File: config.mk
export PLATFORM = sky130hd
export DESIGN_NAME = ex_stage
export DESIGN_NICKNAME = d
export VERILOG_FILES = /design/src/rtl/ex_stage.sv
export SDC_FILE = /design/constraint.sdc
export NUM_CORES = 2
export LEC_CHECK = 0
export CAP_MARGIN = 0
export CORE_ASPECT_RATIO = 1.2
export CORE_UTILIZATION = 40
export CTS_BUF_LIST = sky130_fd_sc_hd__clkbuf_8
export DETAILED_ROUTE_END_ITERATION = 16
export MAX_ROUTING_LAYER = met4
export PLACE_DENSITY = 0.57
export SETUP_SLACK_MARGIN = 0.02
export SYNTH_ARGS = -nofsm -noshare
export SYNTH_HDL_FRONTEND = slang
export SYNTH_SLANG_ARGS = --single-unit
File: constraint.sdc
create_clock -name clk -period 10.1 [get_ports clk]
set_input_delay 1.515 -clock clk [delete_from_list [all_inputs] [get_ports clk]]
set_output_delay 1.515 -clock clk [all_outputs]
set_load 0.005 [all_outputs]
File: src/rtl/ex_stage.sv
// Execute stage of the five-stage MIPS pipeline: ALU, load/store address generation,
// HI/LO ownership and a 32-step restoring divider that stalls the pipe while busy.
module ex_stage (
  input  logic         clk,
  input  logic         rst,
  input  logic [5:0]   stall,
  input  logic [158:0] id_to_ex_bus,
  output logic [75:0]  ex_to_mem_bus,
  output logic [37:0]  ex_to_rf_bus,
  output logic         data_sram_en,
  output logic [3:0]   data_sram_wen,
  output logic [31:0]  data_sram_addr,
  output logic [31:0]  data_sram_wdata,
  output logic         stallreq_for_ex,
  output logic         ex_is_load
);

  localparam int  ID_TO_EX_WD = 159;
  localparam logic STOP       = 1'b1;
  localparam logic NOSTOP     = 1'b0;

  typedef enum logic [1:0] {
    DIV_IDLE,
    DIV_BUSY,
    DIV_DONE
  } div_state_t;

  logic [ID_TO_EX_WD-1:0] r_id_ex;
  logic [31:0]            r_hi;
  logic [31:0]            r_lo;
  div_state_t             r_div_state;
  logic [4:0]             r_div_cnt;
  logic [31:0]            r_div_rem;
  logic [31:0]            r_div_quo;
  logic [31:0]            r_div_dvsr;
  logic                   r_div_qneg;
  logic                   r_div_rneg;
  logic                   r_div_zero;

  always_ff @(posedge clk or negedge rst) begin
    if (!rst) begin
      r_id_ex <= '0;
    end else if (stall[2] == STOP && stall[3] == NOSTOP) begin
      r_id_ex <= '0;
    end else if (stall[2] == NOSTOP) begin
      r_id_ex <= id_to_ex_bus;
    end
  end

  logic [31:0] w_pc;
  logic [31:0] w_inst;
  logic [11:0] w_alu_op;
  logic [2:0]  w_sel_src1;
  logic [3:0]  w_sel_src2;
  logic        w_ram_en;
  logic [3:0]  w_ram_wen;
  logic        w_rf_we;
  logic [4:0]  w_rf_waddr;
  logic        w_sel_rf_res;
  logic [31:0] w_rdata1;
  logic [31:0] w_rdata2;

  assign {w_pc, w_inst, w_alu_op, w_sel_src1, w_sel_src2, w_ram_en, w_ram_wen,
          w_rf_we, w_rf_waddr, w_sel_rf_res, w_rdata1, w_rdata2} = r_id_ex;

  logic [5:0]  w_opcode;
  logic [5:0]  w_func;
  logic        w_rtype;
  logic        w_is_mfhi;
  logic        w_is_mflo;
  logic        w_is_mthi;
  logic        w_is_mtlo;
  logic        w_is_div;
  logic        w_is_divu;
  logic        w_is_div_any;
  logic [31:0] w_imm_sext;
  logic [31:0] w_imm_zext;

  assign w_opcode     = w_inst[31:26];
  assign w_func       = w_inst[5:0];
  assign w_rtype      = (w_opcode == 6'b000000);
  // mfhi/mflo carry zero rs/rt fields in every legal encoding
  assign w_is_mfhi    = w_rtype && (w_func == 6'b010000) && (w_inst[25:16] == 10'd0);
  assign w_is_mflo    = w_rtype && (w_func == 6'b010010) && (w_inst[25:16] == 10'd0);
  assign w_is_mthi    = w_rtype && (w_func == 6'b010001);
  assign w_is_mtlo    = w_rtype && (w_func == 6'b010011);
  assign w_is_div     = w_rtype && (w_func == 6'b011010);
  assign w_is_divu    = w_rtype && (w_func == 6'b011011);
  assign w_is_div_any = w_is_div || w_is_divu;
  assign w_imm_sext   = {{16{w_inst[15]}}, w_inst[15:0]};
  assign w_imm_zext   = {16'd0, w_inst[15:0]};

  logic [31:0] w_src1;
  logic [31:0] w_src2;

  always_comb begin
    w_src1 = '0;
    if (w_sel_src1[0]) w_src1 = w_src1 | w_rdata1;
    if (w_sel_src1[1]) w_src1 = w_src1 | w_pc;
    if (w_sel_src1[2]) w_src1 = w_src1 | {27'd0, w_inst[10:6]};
  end

  always_comb begin
    w_src2 = '0;
    if (w_sel_src2[0]) w_src2 = w_src2 | w_rdata2;
    if (w_sel_src2[1]) w_src2 = w_src2 | w_imm_sext;
    if (w_sel_src2[2]) w_src2 = w_src2 | 32'd8;
    if (w_sel_src2[3]) w_src2 = w_src2 | w_imm_zext;
  end

  logic [31:0] w_alu_res;

  // alu_op is one-hot, so OR-ing the masked terms acts as a mux
  always_comb begin
    w_alu_res = '0;
    if (w_alu_op[11]) w_alu_res = w_alu_res | (w_src1 + w_src2);
    if (w_alu_op[10]) w_alu_res = w_alu_res | (w_src1 - w_src2);
    if (w_alu_op[9])  w_alu_res = w_alu_res | {31'd0, ($signed(w_src1) < $signed(w_src2))};
    if (w_alu_op[8])  w_alu_res = w_alu_res | {31'd0, (w_src1 < w_src2)};
    if (w_alu_op[7])  w_alu_res = w_alu_res | (w_src1 & w_src2);
    if (w_alu_op[6])  w_alu_res = w_alu_res | ~(w_src1 | w_src2);
    if (w_alu_op[5])  w_alu_res = w_alu_res | (w_src1 | w_src2);
    if (w_alu_op[4])  w_alu_res = w_alu_res | (w_src1 ^ w_src2);
    if (w_alu_op[3])  w_alu_res = w_alu_res | (w_src2 << w_src1[4:0]);
    if (w_alu_op[2])  w_alu_res = w_alu_res | (w_src2 >> w_src1[4:0]);
    if (w_alu_op[1])  w_alu_res = w_alu_res | $unsigned($signed(w_src2) >>> w_src1[4:0]);
    if (w_alu_op[0])  w_alu_res = w_alu_res | {w_src2[15:0], 16'd0};
  end

  logic [31:0] w_ex_result;

  assign w_ex_result = w_is_mfhi ? r_hi : (w_is_mflo ? r_lo : w_alu_res);

  logic        w_is_sb;
  logic        w_is_sh;
  logic        w_is_sw;
  logic [31:0] w_addr;
  logic [3:0]  w_wen;
  logic [31:0] w_wdata;

  assign w_is_sb = (w_opcode == 6'b101000);
  assign w_is_sh = (w_opcode == 6'b101001);
  assign w_is_sw = (w_opcode == 6'b101011);
  assign w_addr  = w_rdata1 + w_imm_sext;

  always_comb begin
    w_wen   = 4'b0000;
    w_wdata = w_rdata2;
    if (w_is_sb) w_wdata = {4{w_rdata2[7:0]}};
    if (w_is_sh) w_wdata = {2{w_rdata2[15:0]}};
    if (w_ram_en) begin
      if (w_is_sb) w_wen = 4'b0001 << w_addr[1:0];
      if (w_is_sh) w_wen = 4'b0011 << w_addr[1:0];
      if (w_is_sw) w_wen = 4'b1111;
    end
  end

  logic [31:0] w_abs1;
  logic [31:0] w_abs2;
  logic [32:0] w_div_shift;
  logic        w_div_ge;
  logic [32:0] w_div_diff;
  logic [31:0] w_div_quo_fin;
  logic [31:0] w_div_rem_fin;
  logic        w_id_load;

  assign w_abs1        = (w_is_div && w_rdata1[31]) ? (32'd0 - w_rdata1) : w_rdata1;
  assign w_abs2        = (w_is_div && w_rdata2[31]) ? (32'd0 - w_rdata2) : w_rdata2;
  assign w_div_shift   = {r_div_rem, r_div_quo[31]};
  assign w_div_ge      = (w_div_shift >= {1'b0, r_div_dvsr});
  assign w_div_diff    = w_div_shift - {1'b0, r_div_dvsr};
  assign w_div_quo_fin = r_div_zero ? 32'hFFFF_FFFF : (r_div_qneg ? (32'd0 - r_div_quo) : r_div_quo);
  assign w_div_rem_fin = r_div_rneg ? (32'd0 - r_div_rem) : r_div_rem;
  assign w_id_load     = (stall[2] == NOSTOP) || (stall[3] == NOSTOP);

  // Dividend shifts out of r_div_quo MSB-first while quotient bits shift in at the bottom
  always_ff @(posedge clk or negedge rst) begin
    if (!rst) begin
      r_div_state <= DIV_IDLE;
      r_div_cnt   <= '0;
      r_div_rem   <= '0;
      r_div_quo   <= '0;
      r_div_dvsr  <= '0;
      r_div_qneg  <= 1'b0;
      r_div_rneg  <= 1'b0;
      r_div_zero  <= 1'b0;
    end else begin
      case (r_div_state)
        DIV_IDLE: begin
          if (w_is_div_any) begin
            r_div_state <= DIV_BUSY;
            r_div_cnt   <= '0;
            r_div_rem   <= '0;
            r_div_quo   <= w_abs1;
            r_div_dvsr  <= w_abs2;
            r_div_qneg  <= w_is_div && (w_rdata1[31] ^ w_rdata2[31]);
            r_div_rneg  <= w_is_div && w_rdata1[31];
            r_div_zero  <= (w_rdata2 == 32'd0);
          end
        end
        DIV_BUSY: begin
          r_div_rem <= w_div_ge ? w_div_diff[31:0] : w_div_shift[31:0];
          r_div_quo <= {r_div_quo[30:0], w_div_ge};
          if (r_div_cnt == 5'd31) begin
            r_div_state <= DIV_DONE;
          end else begin
            r_div_cnt <= r_div_cnt + 5'd1;
          end
        end
        DIV_DONE: begin
          if (w_id_load) r_div_state <= DIV_IDLE;
        end
        default: r_div_state <= DIV_IDLE;
      endcase
    end
  end

  // HI/LO commit only as the writer leaves EX, which orders them against a following mfhi/mflo
  always_ff @(posedge clk or negedge rst) begin
    if (!rst) begin
      r_hi <= '0;
      r_lo <= '0;
    end else if (stall[3] == NOSTOP) begin
      if (w_is_mthi) r_hi <= w_rdata1;
      if (w_is_mtlo) r_lo <= w_rdata1;
      if (w_is_div_any && r_div_state == DIV_DONE) begin
        r_hi <= w_div_rem_fin;
        r_lo <= w_div_quo_fin;
      end
    end
  end

  assign stallreq_for_ex = ((r_div_state == DIV_IDLE) && w_is_div_any) || (r_div_state == DIV_BUSY);
  assign ex_is_load      = w_ram_en & w_sel_rf_res;
  assign data_sram_en    = w_ram_en & ~stallreq_for_ex;
  assign data_sram_wen   = w_wen;
  assign data_sram_addr  = w_addr;
  assign data_sram_wdata = w_wdata;
  assign ex_to_rf_bus    = {w_rf_we, w_rf_waddr, w_ex_result};
  assign ex_to_mem_bus   = {w_pc, w_ram_en, w_ram_wen, w_sel_rf_res, w_rf_we, w_rf_waddr, w_ex_result};

endmodule

# [Word-level counts from Yosys, hierarchy flattened]
# Cells that the tools add are included.
[totals] ff_bits=329 input_bits=167 out_inout_bits=185 wordCells=150
[op_classes] order_cmp=3 reduce_logical=30 addsub=9 eq_ne=17 bitwise=25 muxes=50 n_shift=5
[op_table] operator="$mux W32" count=34
[op_table] operator="$or A32 B32 Y32" count=12
[op_table] operator="$mux W159" count=2
[op_table] operator="$pmux W32 S2" count=2
[op_table] operator="$sub A1 B32 Y32 const A" count=4
[op_table] operator="$add A32 B32 Y32" count=2
[op_table] operator="$lt A32 B32 Y1" count=2
[op_table] operator="$or A32 B1 Y32" count=2
[op_table] operator="$sub A32 B32 Y32" count=2
[op_table] operator="$eq A6 B5 Y1 const B" count=6
[op_table] operator="$ge A33 B32 Y1" count=1
[op_table] operator="$and A32 B32 Y32" count=1
[op_table] operator="$logic_not A32 Y1" count=1
[op_table] operator="$not A32 Y32" count=1
[op_table] operator="$or A32 B16 Y32" count=1
[op_table] operator="$or A32 B5 Y32" count=1
[op_table] operator="$shl A32 B5 Y32" count=1
[op_table] operator="$shr A32 B5 Y32" count=1
[op_table] operator="$sshr A32 B5 Y32" count=1
[op_table] operator="$xor A32 B32 Y32" count=1
[op_table] operator="$mux W4" count=5
[op_table] operator="$eq A6 B6 Y1 const B" count=3
[op_table] operator="$logic_and A1 B1 Y1" count=14
[op_table] operator="$logic_not A10 Y1" count=1
[op_table] operator="other kinds (21)" count=38

# [Logic depth before layout (Yosys ltp)]
[depth] word_depth=32 depth_mapped=20 ltp_nobuf=15

# [Worst setup path after synthesis]
# OpenSTA, ideal clock, no wires.
[synth_path] kind="register to output" start="register r_id_ex[34]" end="output port ex_to_rf_bus[28]" t_arrival_ns=4.726 stages_incl_launch_ff=20 t_required_ns=8.585 path_slack_ns=3.859 n_path_buf=7 path_cell_list="dfrtp_1 > clkbuf_1 > a222oi_1 > clkbuf_1 > buf_1 > clkbuf_1 > buf_1 > ha_1 > clkbuf_1 > or2_2 > a221oi_1 > o211ai_1 > or4b_1 > and2_1 > o21ai_1 > a211oi_1 > or4_1 > o311a_1 > a22oi_1 > buf_4"
[synth_between] elab_chain_cells=31 word_cells_on_any_way=35 classes_between="add/sub (2); shift (3); mux (17); bitwise (13)"
[synth_rtl] item="from (decl)" line="28" source="logic [ID_TO_EX_WD-1:0] r_id_ex;"
[synth_rtl] item="from (signal assigned)" line="46" source="r_id_ex <= id_to_ex_bus;"
[synth_rtl] item="$mux W32 *" line="98" source="if (w_sel_src1[0]) w_src1 = w_src1 | w_rdata1;"
[synth_rtl] item="$or A32 B32 Y32" line="99" source="if (w_sel_src1[1]) w_src1 = w_src1 | w_pc;"
[synth_rtl] item="$mux W32 *" line="99"
[synth_rtl] item="$or A32 B5 Y32" line="100" source="if (w_sel_src1[2]) w_src1 = w_src1 | {27'd0, w_inst[10:6]};"
[synth_rtl] item="$mux W32 *" line="100"
[synth_rtl] item="$add A32 B32 Y32" line="116" source="if (w_alu_op[11]) w_alu_res = w_alu_res | (w_src1 + w_src2);"
[synth_rtl] item="$mux W32" line="116"
[synth_rtl] item="$or A32 B32 Y32" line="117" source="if (w_alu_op[10]) w_alu_res = w_alu_res | (w_src1 - w_src2);"
[synth_rtl] item="[14 not listed]"
[synth_rtl] item="$mux W32" line="124" source="if (w_alu_op[3]) w_alu_res = w_alu_res | (w_src2 << w_src1[4:0]);"
[synth_rtl] item="$or A32 B32 Y32" line="125" source="if (w_alu_op[2]) w_alu_res = w_alu_res | (w_src2 >> w_src1[4:0]);"
[synth_rtl] item="$mux W32" line="125"
[synth_rtl] item="$or A32 B32 Y32" line="126" source="if (w_alu_op[1]) w_alu_res = w_alu_res | $unsigned($signed(w_src2) >>> w_src1[4:0]);"
[synth_rtl] item="$mux W32 *" line="126"
[synth_rtl] item="$or A32 B32 Y32" line="127" source="if (w_alu_op[0]) w_alu_res = w_alu_res | {w_src2[15:0], 16'd0};"
[synth_rtl] item="$mux W32 *" line="127"
[synth_rtl] item="$mux W32 * (2 in series)" line="132" source="assign w_ex_result = w_is_mfhi ? r_hi : (w_is_mflo ? r_lo : w_alu_res);"
[synth_rtl] item="to (decl)" line="9" source="output logic [37:0] ex_to_rf_bus,"
# Mark *: on every way between the ends. The rest lies on a longest branch, timed or not.

# [Worst setup path in the final report]
[layout_path] start="register r_id_ex[81]" end="output port ex_to_rf_bus[30]"
[layout_between] elab_chain_cells=29 word_cells_on_any_way=37 classes_between="add/sub (2); shift (3); mux (16); bitwise (16)"
[layout_rtl] item="$mux W32 *" line="99"
[layout_rtl] item="$or A32 B5 Y32" line="100"
[layout_rtl] item="$mux W32 *" line="100"
[layout_rtl] item="$add A32 B32 Y32" line="116"
[layout_rtl] item="$mux W32" line="116"
[layout_rtl] item="$or A32 B32 Y32" line="117"
[layout_rtl] item="$mux W32" line="117"
[layout_rtl] item="$or A32 B1 Y32" line="118" source="if (w_alu_op[9]) w_alu_res = w_alu_res | {31'd0, ($signed(w_src1) < $signed(w_src2))};"
[layout_rtl] item="[12 not listed]"
[layout_rtl] item="$mux W32" line="124"
[layout_rtl] item="$or A32 B32 Y32" line="125"
[layout_rtl] item="$mux W32" line="125"
[layout_rtl] item="$or A32 B32 Y32" line="126"
[layout_rtl] item="$mux W32 *" line="126"
[layout_rtl] item="$or A32 B32 Y32" line="127"
[layout_rtl] item="$mux W32 *" line="127"
[layout_rtl] item="$mux W32 * (2 in series)" line="132"
# Marks and branches as above.

==> metrics <==
number of synthesized flops with an enable pin 0; IO buf count 347; CP peak stage delay 1.00 ns; Clock Latency Late Sink 0.73 ns; endpoints failing setup 0; Final HPWL DP 108000 um; Worst-Margin Slew 1.27 ns; pre-CTS setup slack 2.39 ns; post-route clock period utilization 86.7%; Max Cap Violations 0; Post-Route WL 142000 um; critical path's top delay family compound AO/OA/AOI/OAI gates; Seq/Total Area, Yosys 27.1%; Async SR Flop Fraction 100%; critical path type flop to output pin; Die Height 304 um; CP most frequent cell buf_4; Static Leakage 15.5 nW; Worst setup SP type flop; Power Density 181 nW/um2; fmax 114 MHz; clk sinks 329; clk buf depth 3; CTS Buf Count 61; DR vias/cell 6.03; DIE AREA 77100 um2; ratio of cells with drive above 1 in the final layout 6.48%; Mapped Cells 3981; most common cell after layout, fill and taps aside o21ai_0; final hold violation count 0; non-filler cells in the finished layout 5137; WP data required 8.59 ns; GRT Overall Usage 37.3%; DRC Markers 0; first-pass GRT wire length 205000 um; Final nets 4418; worst path arrival time 7.24 ns; Hold Buf Count CTS 0; CTS root buf clkbuf_8; Post CTS Setup Buffer Count 0; I/O pins 352; Mapped Area 30400 um2; placed standard-cell area 33900 um2; Starting Density 40.4%; Vias 31000; Core Box Area 75100 um2; largest net degree at the start of global routing 157; Yosys top cell area share 27.1%; RSZ-0062 raised after global routing false; Setup Skew 0.0319 ns; Slowest-stage cell, CP o21ai_0; drt wl/cell 27.7 um; crit-path cells buf_4 > a222oi_1 > buf_4 > clkinv_1 > buf_4 > ha_1 > inv_1 > fa_1 > nand2b_1 > o2bb2ai_1 > o21ai_0 > a221oi_1 > o22ai_1 > a31o_2 > a31oi_1 > mux2i_1 > a221oi_1 > a22oi_1 > clkdlybuf4s50_1; CP bufs+invs 6; CTS-repair resized insts 0; Synthesized Nets 4321; VDD IR max 0.238 mV; placed insts 5023; CTS tree yes; Final Critical Period 8.76 ns; antenna violations before repair 6; Design Area, Final 35200 um2; FP Rows 110; antenna viol nets, final 0; Reg clk slew, reported paths 0.06 ns; worst min-delay path class flop to flop; critical-path maximum fanout 29; Primary FF master, synth dfrtp_1; synth top area cells dfrtp_1 (27%), o21ai_0 (8.2%), ha_1 (7.0%), mux2i_1 (5.0%), nand2_1 (4.9%); crit end category output pin; status finished clean; Warnings, synthesis 0; gpl congestion 1.08; Rel. slew slack 14.3%; Layout area overhead 15.7%; Yosys reg bits 329; vias in the first global route 29800; H-tree levels 2; max-slew violations 0; DIE WIDTH 254 um; setup ws final 1.34 ns; Synth area leader dfrtp_1; post-synthesis cell type count 86; Syn Area/Cell 7.63 um2; sum of negative setup slack 0 ns; most frequent cells in the layout o21ai_0 (500), nand2_1 (394), clkdlybuf4s50_1 (344), inv_1 (331), dfrtp_1 (324); 1st-iter DRT viols 2891; Layout fillers 7750; drt pass-1 iters 8; total gr overflow 0
stage by stage:
stage               power, mW  util (%)  hold WS (ns)
finish                   6.36      46.8         0.477
detailed placement       4.99      45.2         0.465
global placement         4.99      45.2         0.455
CTS                      6.35      46.8         0.478
global route             6.73      46.8         0.497
floorplan                3.84         -         0.442
state kept, by name, indices dropped and copies added, names as in the netlist:
register     count
r_div_quo       32
r_div_rem       32
r_div_qneg       1
r_id_ex        159
r_lo            32
r_hi            32
r_div_dvsr      32
r_div_zero       1
r_div_cnt        5
r_div_state      2
r_div_rneg       1
per-layer routing:
| metal | track usage (%) | part of all wire (%) | vias to the layer above |
|---|---|---|---|
| met5 | - | 0 | - |
| met1 | 44.7 | 40 | 15200 |
| met4 | 21.6 | 6.5 | 0 |
| met3 | 5.47 | 6.1 | 316 |
| met2 | 59.4 | 47 | 1164 |
| li1 | - | - | 14300 |
logic make-up after synthesis:
| group | count (synthesis) | share of synthesized area (%) |
|---|---|---|
| AND/OR/NAND/NOR | 1072 | 16.3 |
| XOR/XNOR | 193 | 5.56 |
| multiplexers | 201 | 6.82 |
| adder cells (fa/ha/maj) | 173 | 7.22 |
| flip-flops | 329 | 27.1 |
| AO/OA/AOI/OAI | 1306 | 27.0 |
| buffers and inverters | 707 | 9.97 |
final cells by class:
class / count / area [um2] / share of cell area (%)
sequential: 329 / 8240 / 23.4
inverter: 314 / 1180 / 3.35
clock inverter: 33 / 196 / 0.559
tap: 1008 / 1260 / 3.59
clock buffer: 74 / 1020 / 2.90
multi-input combinational: 2945 / 19200 / 54.5
timing repair buffer: 427 / 4100 / 11.7
antenna: 7 / 17.5 / 0.0498
cell usage after synthesis, drive strengths merged (35+ instances only):
library cell,number
nand4,38
o21ai,507
inv,310
clkbuf,258
a221oi,35
nor2,215
mux2i,153
nand3,202
a21o,47
dfrtp,329
ha,169
buf,135
nand2,394
a21oi,228
o22ai,41
nor3,46
xor2,84
o31ai,41
mux2,48
xnor2,109
a22oi,96
power by group:
part	internal, mW	leakage (nW)	switching [mW]	total, mW
clock	0.690	0.712	0.641	1.33
combinational	1.38	10.6	1.92	3.30
sequential	1.46	4.26	0.268	1.72
total	3.53	15.5	2.83	6.36
worst paths after layout:
path / start / endpoint / slack [ns] / cells after the start
max in group asynchronous: rst / r_lo[10]$_DFFE_PN0P_ / 7.62 / 2
worst max register to register: r_div_rem[0]$_DFFE_PN0P_ / r_div_quo[0]$_DFFE_PN0P_ / 5.89 / 12
min in group asynchronous: rst / r_id_ex[124]$_DFFE_PN0P_ / 0.89 / 1
worst max-delay path: r_id_ex[81]$_DFFE_PN0P_ / ex_to_rf_bus[30] / 1.34 / 19
worst min-delay path: r_hi[8]$_DFFE_PN0P_ / r_hi[8]$_DFFE_PN0P_ / 0.48 / 2
worst min register to register: r_hi[8]$_DFFE_PN0P_ / r_hi[8]$_DFFE_PN0P_ / 0.48 / 2
worst reg2reg max path, delay by kind of cell, from the launching register on:
kind | cells | cell delay [ns]
fa+ha+maj | 1 | 0.31
buf+inv | 1 | 0.34
simple gates | 3 | 1.06
flops | 1 | 0.57
compound gates | 7 | 1.79
Power figures use the tool's default switching activity.
